[src/rtl/fp_div_iter_if.sv]
// Operand/result handshake bundle for fp_div_iter: split-field operands in, registered result out.
// Both sides follow valid/ready: a transfer happens on a rising edge where valid and ready are both high.
interface fp_div_iter_if #(
    parameter int MANTISSA_WIDTH = 23,
    parameter int EXP_WIDTH      = 8
) ();
    logic                      in_valid;
    logic                      in_ready;
    logic                      sign_x;
    logic                      sign_y;
    logic [EXP_WIDTH-1:0]      exp_x;
    logic [EXP_WIDTH-1:0]      exp_y;
    logic [MANTISSA_WIDTH-1:0] mantissa_x;
    logic [MANTISSA_WIDTH-1:0] mantissa_y;
    logic                      out_valid;
    logic                      out_ready;
    logic                      sign_out;
    logic [EXP_WIDTH-1:0]      exp_out;
    logic [MANTISSA_WIDTH-1:0] mantissa_out;

    modport master (
        output in_valid, sign_x, sign_y, exp_x, exp_y, mantissa_x, mantissa_y, out_ready,
        input  in_ready, out_valid, sign_out, exp_out, mantissa_out
    );

    modport slave (
        input  in_valid, sign_x, sign_y, exp_x, exp_y, mantissa_x, mantissa_y, out_ready,
        output in_ready, out_valid, sign_out, exp_out, mantissa_out
    );
endinterface

[src/rtl/fp_div_iter.sv]
// Iterative FP divider X/Y: one radix-2 restoring step per clock, truncating quotient,
// exponent saturation matching the FP multiplier. FSM state is visible on state_dbg.
module fp_div_iter #(
    parameter int MANTISSA_WIDTH = 23,
    parameter int EXP_WIDTH      = 8
) (
    input  logic          clk,
    input  logic          rst_n,
    fp_div_iter_if.slave  bus,
    output logic [1:0]    state_dbg
);
    localparam int SW  = MANTISSA_WIDTH + 1;   // significand with hidden one
    localparam int RW  = MANTISSA_WIDTH + 2;   // remainder / quotient width
    localparam int CW  = $clog2(RW);
    localparam int EW2 = EXP_WIDTH + 2;
    localparam logic [EW2-1:0]       BIAS     = EW2'(2**(EXP_WIDTH-1) - 1);
    localparam logic [EW2-1:0]       EXP_OVF  = EW2'(2**EXP_WIDTH - 1);
    localparam logic [EXP_WIDTH-1:0] EXP_SAT  = EXP_WIDTH'(2**EXP_WIDTH - 2);
    localparam logic [EXP_WIDTH-1:0] EXP_MIN  = EXP_WIDTH'(1);

    typedef enum logic [1:0] {IDLE, CALC, NORM, DONE} state_t;

    state_t                    state;
    logic [CW-1:0]             cnt;
    logic [RW-1:0]             rem;
    logic [RW-1:0]             quo;
    logic [SW-1:0]             div_sig;
    logic [EXP_WIDTH-1:0]      ex_q;
    logic [EXP_WIDTH-1:0]      ey_q;
    logic                      sgn_q;

    logic                      ge;
    logic [RW-1:0]             rem_next;
    logic                      adj;
    logic [MANTISSA_WIDTH-1:0] norm_mant;
    logic [EW2-1:0]            e;
    logic                      ovf;
    logic                      unf;

    assign state_dbg = state;

    always_comb begin
        ge       = (rem >= {1'b0, div_sig});
        rem_next = ge ? (rem - {1'b0, div_sig}) : rem;
        // Quotient lies in (0.5, 2) scaled by 2^24; top bit picks the normalization shift.
        adj       = ~quo[RW-1];
        norm_mant = quo[RW-1] ? quo[RW-2:1] : quo[RW-3:0];
        e         = {2'b00, ex_q} - {2'b00, ey_q} + BIAS - EW2'(adj);
        ovf       = ~e[EW2-1] && (e >= EXP_OVF);
        unf       = e[EW2-1] || (e == '0);
    end

    always_ff @(posedge clk or negedge rst_n) begin
        if (!rst_n) begin
            state            <= IDLE;
            cnt              <= '0;
            rem              <= '0;
            quo              <= '0;
            div_sig          <= '0;
            ex_q             <= '0;
            ey_q             <= '0;
            sgn_q            <= 1'b0;
            bus.in_ready     <= 1'b1;
            bus.out_valid    <= 1'b0;
            bus.sign_out     <= 1'b0;
            bus.exp_out      <= '0;
            bus.mantissa_out <= '0;
        end else begin
            case (state)
                IDLE: begin
                    if (bus.in_valid) begin
                        rem          <= {1'b0, 1'b1, bus.mantissa_x};
                        div_sig      <= {1'b1, bus.mantissa_y};
                        ex_q         <= bus.exp_x;
                        ey_q         <= bus.exp_y;
                        sgn_q        <= bus.sign_x ^ bus.sign_y;
                        quo          <= '0;
                        cnt          <= CW'(MANTISSA_WIDTH + 1);
                        bus.in_ready <= 1'b0;
                        state        <= CALC;
                    end
                end
                CALC: begin
                    quo <= {quo[RW-2:0], ge};
                    rem <= rem_next << 1;
                    if (cnt == '0) begin
                        state <= NORM;
                    end else begin
                        cnt <= cnt - 1'b1;
                    end
                end
                NORM: begin
                    bus.sign_out <= sgn_q;
                    if (ovf) begin
                        bus.exp_out      <= EXP_SAT;
                        bus.mantissa_out <= '1;
                    end else if (unf) begin
                        bus.exp_out      <= EXP_MIN;
                        bus.mantissa_out <= '0;
                    end else begin
                        bus.exp_out      <= e[EXP_WIDTH-1:0];
                        bus.mantissa_out <= norm_mant;
                    end
                    bus.out_valid <= 1'b1;
                    state         <= DONE;
                end
                DONE: begin
                    if (bus.out_ready) begin
                        bus.out_valid <= 1'b0;
                        bus.in_ready  <= 1'b1;
                        state         <= IDLE;
                    end
                end
                default: begin
                    state        <= IDLE;
                    bus.in_ready <= 1'b1;
                end
            endcase
        end
    end
endmodule

[src/flat_wrapper.sv]
// flat-port wrapper written by rule: the top's interface ports become plain ports
module fp_div_iter_flat 
#(
    parameter int MANTISSA_WIDTH = 23,
    parameter int EXP_WIDTH      = 8
)
  (clk, rst_n, state_dbg, bus_in_valid, bus_sign_x, bus_sign_y, bus_exp_x, bus_exp_y, bus_mantissa_x, bus_mantissa_y, bus_out_ready, bus_in_ready, bus_out_valid, bus_sign_out, bus_exp_out, bus_mantissa_out);
  fp_div_iter_if #(.MANTISSA_WIDTH(MANTISSA_WIDTH), .EXP_WIDTH(EXP_WIDTH)) bus_i ();
  input  logic clk;
  input  logic rst_n;
  output logic [1:0] state_dbg;
  input wire logic [$bits(bus_i.in_valid)-1:0] bus_in_valid;
  input wire logic [$bits(bus_i.sign_x)-1:0] bus_sign_x;
  input wire logic [$bits(bus_i.sign_y)-1:0] bus_sign_y;
  input wire logic [$bits(bus_i.exp_x)-1:0] bus_exp_x;
  input wire logic [$bits(bus_i.exp_y)-1:0] bus_exp_y;
  input wire logic [$bits(bus_i.mantissa_x)-1:0] bus_mantissa_x;
  input wire logic [$bits(bus_i.mantissa_y)-1:0] bus_mantissa_y;
  input wire logic [$bits(bus_i.out_ready)-1:0] bus_out_ready;
  output wire logic [$bits(bus_i.in_ready)-1:0] bus_in_ready;
  output wire logic [$bits(bus_i.out_valid)-1:0] bus_out_valid;
  output wire logic [$bits(bus_i.sign_out)-1:0] bus_sign_out;
  output wire logic [$bits(bus_i.exp_out)-1:0] bus_exp_out;
  output wire logic [$bits(bus_i.mantissa_out)-1:0] bus_mantissa_out;
  assign bus_i.in_valid = bus_in_valid;
  assign bus_i.sign_x = bus_sign_x;
  assign bus_i.sign_y = bus_sign_y;
  assign bus_i.exp_x = bus_exp_x;
  assign bus_i.exp_y = bus_exp_y;
  assign bus_i.mantissa_x = bus_mantissa_x;
  assign bus_i.mantissa_y = bus_mantissa_y;
  assign bus_i.out_ready = bus_out_ready;
  assign bus_in_ready = bus_i.in_ready;
  assign bus_out_valid = bus_i.out_valid;
  assign bus_sign_out = bus_i.sign_out;
  assign bus_exp_out = bus_i.exp_out;
  assign bus_mantissa_out = bus_i.mantissa_out;
  fp_div_iter #(.MANTISSA_WIDTH(MANTISSA_WIDTH), .EXP_WIDTH(EXP_WIDTH)) u_core (.clk(clk), .rst_n(rst_n), .bus(bus_i), .state_dbg(state_dbg));
endmodule
[config.mk]
export PLATFORM = sky130hd
export DESIGN_NAME = fp_div_iter_flat
export DESIGN_NICKNAME = d
export VERILOG_FILES = /design/src/rtl/fp_div_iter_if.sv /design/src/rtl/fp_div_iter.sv /design/src/flat_wrapper.sv
export SDC_FILE = /design/constraint.sdc
export NUM_CORES = 1
export LEC_CHECK = 0
export BUFFER_PORTS_ARGS = -buffer_cell sky130_fd_sc_hd__buf_2
export CAP_MARGIN = 20
export CELL_PAD_IN_SITES_DETAIL_PLACEMENT = 1
export CELL_PAD_IN_SITES_GLOBAL_PLACEMENT = 2
export CORE_UTILIZATION = 40
export CTS_BUF_LIST = sky130_fd_sc_hd__clkbuf_16
export DETAILED_ROUTE_END_ITERATION = 8
export PLACE_DENSITY = 0.83
export SLEW_MARGIN = 10
export SYNTH_ARGS = -nofsm -noshare
export SYNTH_HDL_FRONTEND = slang
export SYNTH_SLANG_ARGS = --single-unit
[constraint.sdc]
create_clock -name clk -period 6.65 [get_ports clk]
set_input_delay 1.33 -clock clk [delete_from_list [all_inputs] [get_ports clk]]
set_output_delay 1.33 -clock clk [all_outputs]
set_load 0.02 [all_outputs]
==> reports/results.tsv <==
stage	metric	value	unit
synthesis	postSynth.asyncResetShare	1.00	
routing	vias_per_cell	5.45	
global_routing	groute.usage.overall	0.218	
sta	fin_worst_skew	11.1	ps
cts	tritoncts	built	
cells_and_area	final_layout_size_suffix_gt1_frac	0.270	
status	run_status	completed	
routing	postRouteAntennaNets	0	
sta	drv_slew	0	
synthesis	syn-instance-count	798	
synthesis	ys_warn_count	0	
cts	cts_htree_levels	4	
synthesis	synth_sequential_area_ratio	0.416	
sta	final-setup-viol-count	0	
global_routing	first_global_vias	7085	
cts	clkTransAtPathRegs	70	ps
routing	first_pass_iters	4	
cts	clkLatencyLatePin	440	ps
worst_setup_path	crit_type	register to register	
cts	cts.sinks	132	
synthesis	ys_seq_elements	132	
sta	rsz0062_at_grt	false	
worst_setup_path	worstPathMaxFanout	27	
sta	setup_total_negative_slack	0	ps
synthesis	yosysUniqueCellTypes	83	
worst_setup_path	worst-endpoint-required	6920	ps
sta	timing.fmax	0.227	GHz
flow_run	cap_violations	0	
die	pin_count	104	
worst_hold_path	hold_class	register to register	
routing	drt_iter0_drc	197	
die	fp-row-count	51	
cts	cts_hold_buf	0	
sta	hold_violations	0	
cts	clockBufferDepth	2	
cells_and_area	finish.net_count	1002	
worst_setup_path	crit_path_end_kind	register	
sta	timing_worst_slew_pin_value	1010	ps
global_routing	global_route.peak_usage_layer	met2	
die	die_area	20400	µm²
synthesis	synth_area_per_cell	9.95	µm²
sta	final_period_demand_of_the_worst_path	4400	ps
global_routing	grtUsageMet2	0.406	
cts	cts-resized-gates	0	
routing	via_count	6359	
synthesis	dominantRegCellSynth	sky130_fd_sc_hd__dfrtp_1	
global_routing	grt_pass1_wl	34900	µm
global_routing	gr-total-overflow	0	
global_routing	grt_antenna_before_repair	0	
global_routing	grt_max_degree	71	
synthesis	syn-cell-area	7940	µm²
die	start_util	0.408	
synthesis	mappedNetlistNets	912	
cts	clock_buffers_created_by_tritoncts	17	
routing	routed_wire_length_per_instance	17.9	µm
die	die_h	143	µm
die	die_w	143	µm
die	placeableCoreArea	19500	µm²
cells_and_area	area_growth	16.7	%
routing	route.detailed.drc	0	
placed_design	dp_hpwl	14400	µm
synthesis	synth_enable_flop_cells	0	
worst_setup_path	worst-endpoint-arrival	4670	ps
sta	final_period_util	0.662	
worst_setup_path	critical_path.startpoint_type	register	
placed_design	gp_routability_congestion	0.796	
placed_design	placement.io_buffers	103	
cts	postCtsSetupRepairBufs	0	
cells_and_area	antennaDiodeCount	0	
global_routing	groute.layer.met3.usage	0.0389	
global_routing	groute.layer.met1.usage	0.253	
sta	hold_ws	467	ps
sta	relSlewSlack	0.324	
cts	clock-root-buffer	sky130_fd_sc_hd__clkbuf_16	
routing	routed_wirelength	20800	µm
==> state kept, by name, indices dropped and copies added (netlist names), 2 cells and up <==
register,cells
u_core.div_sig,24
u_core.state_dbg,2
u_core.bus.exp_out,8
u_core.ey_q,8
u_core.bus.mantissa_out,23
u_core.quo,25
u_core.rem,25
u_core.cnt,5
u_core.ex_q,8
==> stage by stage <==
stage | setup WS (ps) | std cells | area (µm²) | util
floorplan | 3130 | 798 | 7940 | -
global placement | 2530 | 1134 | 8650 | 0.445
detailed placement | 2300 | 1134 | 8650 | 0.445
CTS | 2210 | 1166 | 9270 | 0.476
global route | 1980 | 1166 | 9270 | 0.476
finish | 2250 | 1166 | 9270 | 0.476
==> layout by cell type (no fill, tap or decap), drive strengths merged, types with 27 or more instances in the layout <==
master    n
inv      69
a22o     27
mux2     63
ha       43
dfrtp   131
nor2     55
a21oi    77
o21ai    46
buf     109
nand2    56
==> synth_stat cells (3+ instances only) <==
cell type | count | area share
sky130_fd_sc_hd__dfrtp_1 | 131 | 0.41
sky130_fd_sc_hd__a21oi_1 | 68 | 0.043
sky130_fd_sc_hd__mux2_2 | 63 | 0.089
sky130_fd_sc_hd__inv_1 | 61 | 0.029
sky130_fd_sc_hd__nor2_1 | 55 | 0.026
sky130_fd_sc_hd__nand2_1 | 51 | 0.024
sky130_fd_sc_hd__ha_1 | 43 | 0.068
sky130_fd_sc_hd__o21ai_0 | 43 | 0.027
sky130_fd_sc_hd__clkbuf_1 | 30 | 0.014
sky130_fd_sc_hd__a22o_1 | 27 | 0.030
sky130_fd_sc_hd__and3_1 | 20 | 0.016
sky130_fd_sc_hd__mux2i_1 | 20 | 0.025
sky130_fd_sc_hd__xnor2_1 | 19 | 0.021
sky130_fd_sc_hd__a21o_1 | 12 | 0.011
sky130_fd_sc_hd__nand2b_1 | 10 | 0.0079
sky130_fd_sc_hd__xor2_1 | 9 | 0.0099
sky130_fd_sc_hd__a21oi_2 | 8 | 0.0088
sky130_fd_sc_hd__nand4_1 | 8 | 0.0063
sky130_fd_sc_hd__nor3_1 | 7 | 0.0044
sky130_fd_sc_hd__nand3_1 | 6 | 0.0038
sky130_fd_sc_hd__nand2_2 | 5 | 0.0039
sky130_fd_sc_hd__o31ai_1 | 5 | 0.0047
sky130_fd_sc_hd__a31oi_1 | 4 | 0.0032
sky130_fd_sc_hd__buf_6 | 4 | 0.0057
sky130_fd_sc_hd__nor4_1 | 4 | 0.0032
sky130_fd_sc_hd__o21bai_1 | 4 | 0.0038
sky130_fd_sc_hd__o22ai_1 | 4 | 0.0032
sky130_fd_sc_hd__a211oi_1 | 3 | 0.0028
sky130_fd_sc_hd__a21boi_0 | 3 | 0.0028
sky130_fd_sc_hd__a221o_1 | 3 | 0.0038
sky130_fd_sc_hd__buf_2 | 3 | 0.0019
sky130_fd_sc_hd__fa_1 | 3 | 0.0076
sky130_fd_sc_hd__nor2b_1 | 3 | 0.0024
sky130_fd_sc_hd__o211ai_1 | 3 | 0.0028
sky130_fd_sc_hd__o21a_1 | 3 | 0.0028
==> cells by family after synthesis <==
group / synth area share
compound gates: 0.190
xor+xnor: 0.0350
fa+ha+maj: 0.0753
buf+inv: 0.0515
flops: 0.416
mux: 0.115
simple gates: 0.117
==> worst max-delay path, stage by stage, from the launching register on <==
cell,delay [ps]
sky130_fd_sc_hd__dfrtp_1,380
sky130_fd_sc_hd__inv_1,70
sky130_fd_sc_hd__ha_1,170
sky130_fd_sc_hd__inv_1,60
sky130_fd_sc_hd__fa_1,400
sky130_fd_sc_hd__a21o_1,210
sky130_fd_sc_hd__a21oi_1,250
sky130_fd_sc_hd__xnor2_2,250
sky130_fd_sc_hd__ha_1,350
sky130_fd_sc_hd__o21ai_0,130
sky130_fd_sc_hd__nor2b_1,320
sky130_fd_sc_hd__o2111a_1,230
sky130_fd_sc_hd__a21oi_1,50
sky130_fd_sc_hd__xnor2_1,390
sky130_fd_sc_hd__nor3_2,100
sky130_fd_sc_hd__a21oi_4,690
sky130_fd_sc_hd__a21oi_1,160
==> cell type report <==
cell class              count  area (µm²)
clock buffers              17         425
repair buffers            109         563
fillers                  2235       10200
multi-input cells         567        4230
clock inverters            15         185
well taps                 265         332
flip-flops and latches    132        3300
inverters                  61         229
==> worst paths after layout <==
| path | startpoint | end | slack (ps) | depth (start not counted) |
|---|---|---|---|---|
| worst max-delay path | u_core.ex_q[0]$_DFFE_PN0P_ | u_core.bus.mantissa_out[18]$_DFFE_PN0P_ | 2250 | 16 |
| worst min-delay path | u_core.div_sig[23]$_DFFE_PN0P_ | u_core.div_sig[23]$_DFFE_PN0P_ | 470 | 2 |
| worst max register to register | u_core.ex_q[0]$_DFFE_PN0P_ | u_core.bus.mantissa_out[18]$_DFFE_PN0P_ | 2250 | 16 |
| worst min register to register | u_core.div_sig[23]$_DFFE_PN0P_ | u_core.div_sig[23]$_DFFE_PN0P_ | 470 | 2 |
| max in group asynchronous | rst_n | u_core.rem[8]$_DFFE_PN0P_ | 4220 | 2 |
| min in group asynchronous | rst_n | u_core.ey_q[7]$_DFFE_PN0P_ | 980 | 1 |
==> per-layer routing <==
layer / vias up / part of all wire
li1: 3021 / -
met2: 110 / 0.52
met3: 27 / 0.030
met5: - / 0
met1: 3201 / 0.43
met4: 0 / 0.017
Power is not shown: default switching activity piles up to over one toggle a cycle in this logic, so the estimate is an artifact.
